## config.mk

```make
export PLATFORM = sky130hd
export DESIGN_NAME = fp8_mult_arbiter_flat
export DESIGN_NICKNAME = d
export VERILOG_FILES = /design/src/rtl/fp8_mult_arbiter_pkg.sv /design/src/rtl/fp8_mult_arbiter_if.sv /design/src/rtl/fp8_mult_arbiter_rr_arbiter.sv /design/src/rtl/fp8_mult_arbiter.sv /design/src/flat_wrapper.sv
export SDC_FILE = /design/constraint.sdc
export NUM_CORES = 1
export LEC_CHECK = 0
export BUFFER_PORTS_ARGS = -buffer_cell sky130_fd_sc_hd__clkbuf_2
export CORE_MARGIN = 2
export CORE_UTILIZATION = 45
export CTS_CLUSTER_SIZE = 20
export DETAILED_ROUTE_END_ITERATION = 16
export PLACE_DENSITY = 0.79
export SYNTH_ARGS = -nofsm -noshare
export SYNTH_HDL_FRONTEND = slang
export SYNTH_HIERARCHICAL = 1
export SYNTH_SLANG_ARGS = --single-unit
```

## constraint.sdc

```tcl
create_clock -name clk -period 2.07 [get_ports clk]
set_input_delay 0.207 -clock clk [delete_from_list [all_inputs] [get_ports clk]]
set_output_delay 0.207 -clock clk [all_outputs]
set_load 0.02 [all_outputs]
```

## src/rtl/fp8_mult_arbiter_pkg.sv

```systemverilog
// fp8_mult_arbiter_pkg: FP8 format constants and field view shared by the arbiter slice
//   FP8 layout: 1 sign, 3 exponent (bias 3), 4 mantissa with implicit leading one.
package fp8_mult_arbiter_pkg;
    localparam int FP8_W        = 8;
    localparam int FP8_EXP_W    = 3;
    localparam int FP8_MAN_W    = 4;
    localparam int FP8_EXP_BIAS = 3;
    typedef struct packed {
        logic                 sign;
        logic [FP8_EXP_W-1:0] exp;
        logic [FP8_MAN_W-1:0] man;
    } fp8_t;
endpackage

```

## src/rtl/fp8_mult_arbiter_if.sv

```systemverilog
// fp8_mult_arbiter_if: requester-side bus between the PEs and the multiplier arbiter
//   req_valid/req_a/req_b : per-requester operand offers (requester i at [8*i+:8])
//   req_ready             : one-hot grant back to the requesters
//   rsp_valid/id/data     : tagged result strobe, no backpressure
//   master = requester side, slave = arbiter side.
interface fp8_mult_arbiter_if #(
    parameter int NUM_REQ = 4,
    parameter int ID_W    = $clog2(NUM_REQ)
);
    import fp8_mult_arbiter_pkg::*;
    logic [NUM_REQ-1:0]       req_valid;
    logic [NUM_REQ-1:0]       req_ready;
    logic [NUM_REQ*FP8_W-1:0] req_a;
    logic [NUM_REQ*FP8_W-1:0] req_b;
    logic                     rsp_valid;
    logic [ID_W-1:0]          rsp_id;
    logic [FP8_W-1:0]         rsp_data;
    modport master (output req_valid, req_a, req_b, input req_ready, rsp_valid, rsp_id, rsp_data);
    modport slave  (input req_valid, req_a, req_b, output req_ready, rsp_valid, rsp_id, rsp_data);
endinterface

```

## src/rtl/fp8_mult_arbiter_rr_arbiter.sv

```systemverilog
// rr_arbiter: combinational round-robin pick, searching upward from ptr with wrap
//   req : request vector      ptr : search start index
//   gnt : one-hot grant       idx : encoded grant index    vld : any grant
module rr_arbiter #(
    parameter int NUM_REQ = 4,
    parameter int ID_W    = $clog2(NUM_REQ)
) (
    input  logic [NUM_REQ-1:0] req,
    input  logic [ID_W-1:0]    ptr,
    output logic [NUM_REQ-1:0] gnt,
    output logic [ID_W-1:0]    idx,
    output logic               vld
);
    logic [ID_W:0] s;
    // Walk offsets from farthest to nearest so the nearest active request wins.
    always_comb begin
        gnt = '0;
        idx = '0;
        vld = 1'b0;
        s   = '0;
        for (int k = NUM_REQ - 1; k >= 0; k--) begin
            s = {1'b0, ptr} + (ID_W+1)'(k);
            if (s >= (ID_W+1)'(NUM_REQ)) s = s - (ID_W+1)'(NUM_REQ);
            if (req[s[ID_W-1:0]]) begin
                idx = s[ID_W-1:0];
                vld = 1'b1;
            end
        end
        if (vld) gnt[idx] = 1'b1;
    end
endmodule

```

## src/rtl/fp8_mult_arbiter.sv

```systemverilog
// fp8_mult_arbiter: shares one pipelined FP8 multiplier among NUM_REQ requesters
//   clk, rst_n       : clock, async active-low reset
//   bus (slave)      : requester operands/grants and tagged result strobe
//   mul_a, mul_b     : registered operands to the multiplier
//   mul_out          : multiplier result, valid MULT_LAT cycles after mul_a/mul_b
//   busy             : any operation in flight or result being presented
//   grant_cnt        : per-requester saturating handshake counters,
//                      present only when FP8_ARB_STATS_EN is defined
module fp8_mult_arbiter
    import fp8_mult_arbiter_pkg::*;
#(
    parameter int NUM_REQ  = 4,
    parameter int ID_W     = $clog2(NUM_REQ),
    parameter int MULT_LAT = 3,
    parameter int CNT_W    = 16
) (
    input  logic               clk,
    input  logic               rst_n,
    fp8_mult_arbiter_if.slave  bus,
    output logic [FP8_W-1:0]   mul_a,
    output logic [FP8_W-1:0]   mul_b,
    input  logic [FP8_W-1:0]   mul_out,
    output logic               busy
`ifdef FP8_ARB_STATS_EN
    ,
    output logic [NUM_REQ*CNT_W-1:0] grant_cnt
`endif
);
    logic [ID_W-1:0]    ptr;
    logic [ID_W-1:0]    gidx;
    logic [NUM_REQ-1:0] gnt;
    logic               gv;
    fp8_t               op_a, op_b;
    // Stage 0 lines up with the operand registers; stages 1..MULT_LAT track the
    // multiplier, so the last stage coincides with mul_out being valid.
    logic [MULT_LAT:0]  tv;
    logic [ID_W-1:0]    tid [MULT_LAT+1];

    rr_arbiter #(.NUM_REQ(NUM_REQ), .ID_W(ID_W)) u_rr (
        .req (bus.req_valid),
        .ptr (ptr),
        .gnt (gnt),
        .idx (gidx),
        .vld (gv)
    );

    assign bus.req_ready = rst_n ? gnt : '0;
    assign mul_a         = op_a;
    assign mul_b         = op_b;
    assign busy          = |tv | bus.rsp_valid;

    always_ff @(posedge clk or negedge rst_n) begin
        if (!rst_n) begin
            ptr          <= '0;
            op_a         <= '0;
            op_b         <= '0;
            tv           <= '0;
            bus.rsp_valid <= 1'b0;
            bus.rsp_id   <= '0;
            bus.rsp_data <= '0;
            for (int k = 0; k <= MULT_LAT; k++) tid[k] <= '0;
        end else begin
            tv     <= {tv[MULT_LAT-1:0], gv};
            tid[0] <= gidx;
            for (int k = 1; k <= MULT_LAT; k++) tid[k] <= tid[k-1];
            if (gv) begin
                op_a <= bus.req_a[FP8_W*gidx +: FP8_W];
                op_b <= bus.req_b[FP8_W*gidx +: FP8_W];
                ptr  <= (gidx == ID_W'(NUM_REQ - 1)) ? '0 : gidx + 1'b1;
            end
            bus.rsp_valid <= tv[MULT_LAT];
            if (tv[MULT_LAT]) begin
                bus.rsp_id   <= tid[MULT_LAT];
                bus.rsp_data <= mul_out;
            end
        end
    end

`ifdef FP8_ARB_STATS_EN
    for (genvar i = 0; i < NUM_REQ; i++) begin : g_cnt
        always_ff @(posedge clk or negedge rst_n) begin
            if (!rst_n)
                grant_cnt[i*CNT_W +: CNT_W] <= '0;
            else if (gnt[i] && !(&grant_cnt[i*CNT_W +: CNT_W]))
                grant_cnt[i*CNT_W +: CNT_W] <= grant_cnt[i*CNT_W +: CNT_W] + 1'b1;
        end
    end
`endif
endmodule
```

## src/flat_wrapper.sv

```systemverilog
// flat-port wrapper written by rule: the top's interface ports become plain ports
module fp8_mult_arbiter_flat import fp8_mult_arbiter_pkg::*;
#(
    parameter int NUM_REQ  = 4,
    parameter int ID_W     = $clog2(NUM_REQ),
    parameter int MULT_LAT = 3,
    parameter int CNT_W    = 16
)
  (clk, rst_n, mul_a, mul_b, mul_out, busy, bus_req_valid, bus_req_a, bus_req_b, bus_req_ready, bus_rsp_valid, bus_rsp_id, bus_rsp_data);
  fp8_mult_arbiter_if #(.NUM_REQ(NUM_REQ), .ID_W(ID_W)) bus_i ();
  input  logic clk;
  input  logic rst_n;
  output logic [FP8_W-1:0] mul_a;
  output logic [FP8_W-1:0] mul_b;
  input  logic [FP8_W-1:0] mul_out;
  output logic busy;
  input wire logic [$bits(bus_i.req_valid)-1:0] bus_req_valid;
  input wire logic [$bits(bus_i.req_a)-1:0] bus_req_a;
  input wire logic [$bits(bus_i.req_b)-1:0] bus_req_b;
  output wire logic [$bits(bus_i.req_ready)-1:0] bus_req_ready;
  output wire logic [$bits(bus_i.rsp_valid)-1:0] bus_rsp_valid;
  output wire logic [$bits(bus_i.rsp_id)-1:0] bus_rsp_id;
  output wire logic [$bits(bus_i.rsp_data)-1:0] bus_rsp_data;
  assign bus_i.req_valid = bus_req_valid;
  assign bus_i.req_a = bus_req_a;
  assign bus_i.req_b = bus_req_b;
  assign bus_req_ready = bus_i.req_ready;
  assign bus_rsp_valid = bus_i.rsp_valid;
  assign bus_rsp_id = bus_i.rsp_id;
  assign bus_rsp_data = bus_i.rsp_data;
  fp8_mult_arbiter #(.NUM_REQ(NUM_REQ), .ID_W(ID_W), .MULT_LAT(MULT_LAT), .CNT_W(CNT_W)) u_core (.clk(clk), .rst_n(rst_n), .bus(bus_i), .mul_a(mul_a), .mul_b(mul_b), .mul_out(mul_out), .busy(busy));
endmodule
```

==> metrics.md <==
| Metric | Value |
|---|---|
| Iteration-0 DRC Markers | between 100 and 150 |
| Synthesized flop and latch total | 41 |
| Setup CP Type | reg2reg |
| Worst hold margin | around 140 ps |
| Standard-cell rows | 25 |
| CP required | 2230 ps |
| Diode count | 0 |
| Post-DP HPWL | ~3.6 mm |
| Max clock buf depth | 2 |
| Crit. End Element | flop |
| Final setup TNS | 0 ps |
| Final hold violation count | 0 |
| Final Util | 59.86% |
| Synth area leaders | dfrtp_1 (48%), mux2i_1 (16%), o221ai_1 (6.6%) |
| Core box area | about 4600 µm² |
| Status | finished clean |
| Max Fclk | between 0.5 and 0.6 GHz |
| Vias | roughly 1700 |
| CTS resizes | 0 |
| Comb power frac | a little over two fifths |
| Sw frac | between 30% and 40% |
| CTS root buffer | clkbuf_8 |
| CTS clk-pin slew, worst paths | roughly 80 ps |
| Skew-Pair Late Insertion Delay | roughly 300 ps |
| Final worst-path cycle share | between 90% and 100% |
| Most frequent cells in the layout | clkbuf_2 (109), dfrtp_1 (41), mux2i_1 (33), nand2b_1 (17), o221ai_1 (16) |
| ANT nets after route | 0 |
| Final Max Tran Viols | 0 |
| R2R Path Start | u_core/ptr[1]$_DFFE_PN0P_ |
| # H-tree levels | 2 |
| Clock sink count | 41 |
| Pwr per Cell Area | between 1000 and 1500 nW/µm² |
| Syn_nets | 250 |
| Synth Instances | approximately 170 |
| PortBufs | between 100 and 150 |
| Hold/Removal Path Class | in2reg |
| DR DRC count | 0 |
| Clock skew | 5.003 ps |
| Period minus WS final | roughly 1900 ps |
| Avg WL per Cell | 14.13 µm |
| Slew @ Worst Pin | 439.8 ps |
| First-pass DRT Iterations | 4 |
| Synth cell types | 28 |
| CTS tree | done |
| Mapped cell area | around 2100 µm² |
| Startpoint types | flop |
| Clk pwr share | about 18% |
| Residual overflow from global routing | 0 |
| Syn-to-layout area delta | 30.29% |
| Initial antenna violation count | 0 |
| Syn Area/Cell | between 10 and 15 µm² |
| Seq/Total Area, Yosys | between 40% and 50% |
| Crit Path Max Fanout | 19 |
| Die X | 72.75 µm |
| Relative slew slack | between 70% and 80% |
| WP data arrival | between 2000 and 2500 ps |
| Crit path from | u_core/ptr[1]$_DFFE_PN0P_ |
| Commonest non-fill, non-tap cell in the layout | clkbuf_2 |
| WL final | ~4.7 mm |
| Worst hold start | mul_out[3] |
| Synth top area share | between 40 and 50% |
| Share of cells above drive strength 1 | 49.47% |
| Die height | between 70 and 80 µm |
| Switching Power | 0.001204 W |
| Vias in the first global route | approximately 1600 |
| Internal power | a little under 0.002 W |
| Routability Congestion | approximately 0.76 |
| Worst VDD drop | 524.7 µV |
| Top-Level Pins | 110 |
| Synthesis Warnings | 6 |
| Nets | 359 |
| First-pass GRT wire length | between 7 and 8 mm |
| Total CTS buffers | 5 |
| Vias/cell | 5.134 |
| Starting Density | 45.95% |
| Total track usage | 18.14% |
| RSZ-0062 raised after global routing | no |
| Area leader, netlist | dfrtp_1 |
| Leakage | between 1 and 1.5 nW |
| Reg power frac | between 30% and 40% |
| Number of max-cap violations | 0 |
| Die area | between 5000 and 6000 µm² |
| Pin count of the biggest net entering global routing | 24 |
| Final setup violation count | 0 |
-- cell type report --
class | count | area [µm²]
clock inverters | 2 | 13.76
well taps | 54 | 67.56
repair buffers | 116 | 625.6
flip-flops and latches | 41 | 1026
clock buffers | 6 | 82.58
fillers | 403 | 1858
multi-input cells | 112 | 940.9
inverters | 4 | 15.01
-- worst max-delay path, cell delays in order (launching register included) --
cell	delay, ps
dfrtp_1	550
mux2i_1	220
o22ai_1	120
a31oi_4	260
buf_12	220
mux2i_1	210
o221ai_1	150
-- layer usage --
layer,global-route usage (%),part of all wire (%)
met1,21.72,41
met2,30.61,52
met5,0,0
met4,7.202,1.4
met3,5.387,5.2
-- kinds of logic after synthesis --
logic type / after synthesis / share of synthesized area (%)
AOI/OAI and AO/OA: 33 / 12.12
buffers and inverters: 18 / 8.235
adders and majority gates: 1 / 0.5881
DFF: 41 / 48.24
and+or+nand+nor: 33 / 8.941
muxes: 45 / 21.88
-- Yosys cell counts --
master	number
a31oi_1	1
nor2_1	6
o21ai_0	2
nor3_1	1
mux2i_1	33
a22o_1	1
o21ai_1	2
a21boi_0	1
o221a_2	2
buf_6	6
dfrtp_1	41
nand2_4	1
buf_4	3
buf_2	2
o221ai_1	16
o2bb2a_1	1
nor2b_1	1
buf_12	3
a21boi_1	1
a21oi_1	4
o22ai_1	1
and2_1	5
inv_1	4
nand2b_1	17
ha_1	1
nand2_1	2
o2bb2ai_1	1
mux2_2	12
-- stage by stage --
step	instance area, µm²	cells	power (W)	setup WS [ps]
final	2771	335	0.003137	199.2
after detailed placement	2665	326	0.002598	200.5
after floorplan	2127	171	0.002251	344.1
after CTS	2771	335	0.003164	189.2
after global routing	2771	335	0.003320	98.92
after global placement	2665	326	0.002563	264.6
-- power by group through the flow --
stage / Combinational (W) / Clock [W] / Sequential [W]
after global placement: 0.00134 / 0 / 0.00122
after detailed placement: 0.00136 / 0 / 0.00123
final: 0.00136 / 0.000559 / 0.00122
after CTS: 0.00137 / 0.000575 / 0.00122
after global routing: 0.00146 / 0.000608 / 0.00125
after floorplan: 0.000837 / 0 / 0.00141
-- sequential cells by signal (all words and copies together) (netlist names) --
name and cells:
u_core/ptr 2, u_core/bus.rsp_id 2, u_core/tv 4, u_core/bus.rsp_data 8, u_core/tid 8, u_core/mul_b 8
u_core/mul_a 8, u_core/bus.rsp_valid 1
-- worst paths after layout --
path | to | slack, ps | cells after the start
setup / recovery | u_core/mul_b[5]$_DFFE_PN0P_ | 200 | 6
hold / removal | u_core/bus.rsp_data[3]$_DFFE_PN0P_ | 140 | 2
setup reg to reg | u_core/mul_b[5]$_DFFE_PN0P_ | 200 | 6
hold reg to reg | u_core/tid[1]$_DFF_PN0_ | 350 | 0
max in group asynchronous | u_core/bus.rsp_data[6]$_DFFE_PN0P_ | 1200 | 3
min in group asynchronous | u_core/mul_b[7]$_DFFE_PN0P_ | 320 | 2
-- what timing repair did --
| item | 4_1_cts | 5_1_grt |
|---|---|---|
| endpoints found under the hold margin | 5 | 0 |
| hold buffers | 1 | 0 |
| setup buffers | 0 | 0 |
Power figures use the tool's default switching activity.
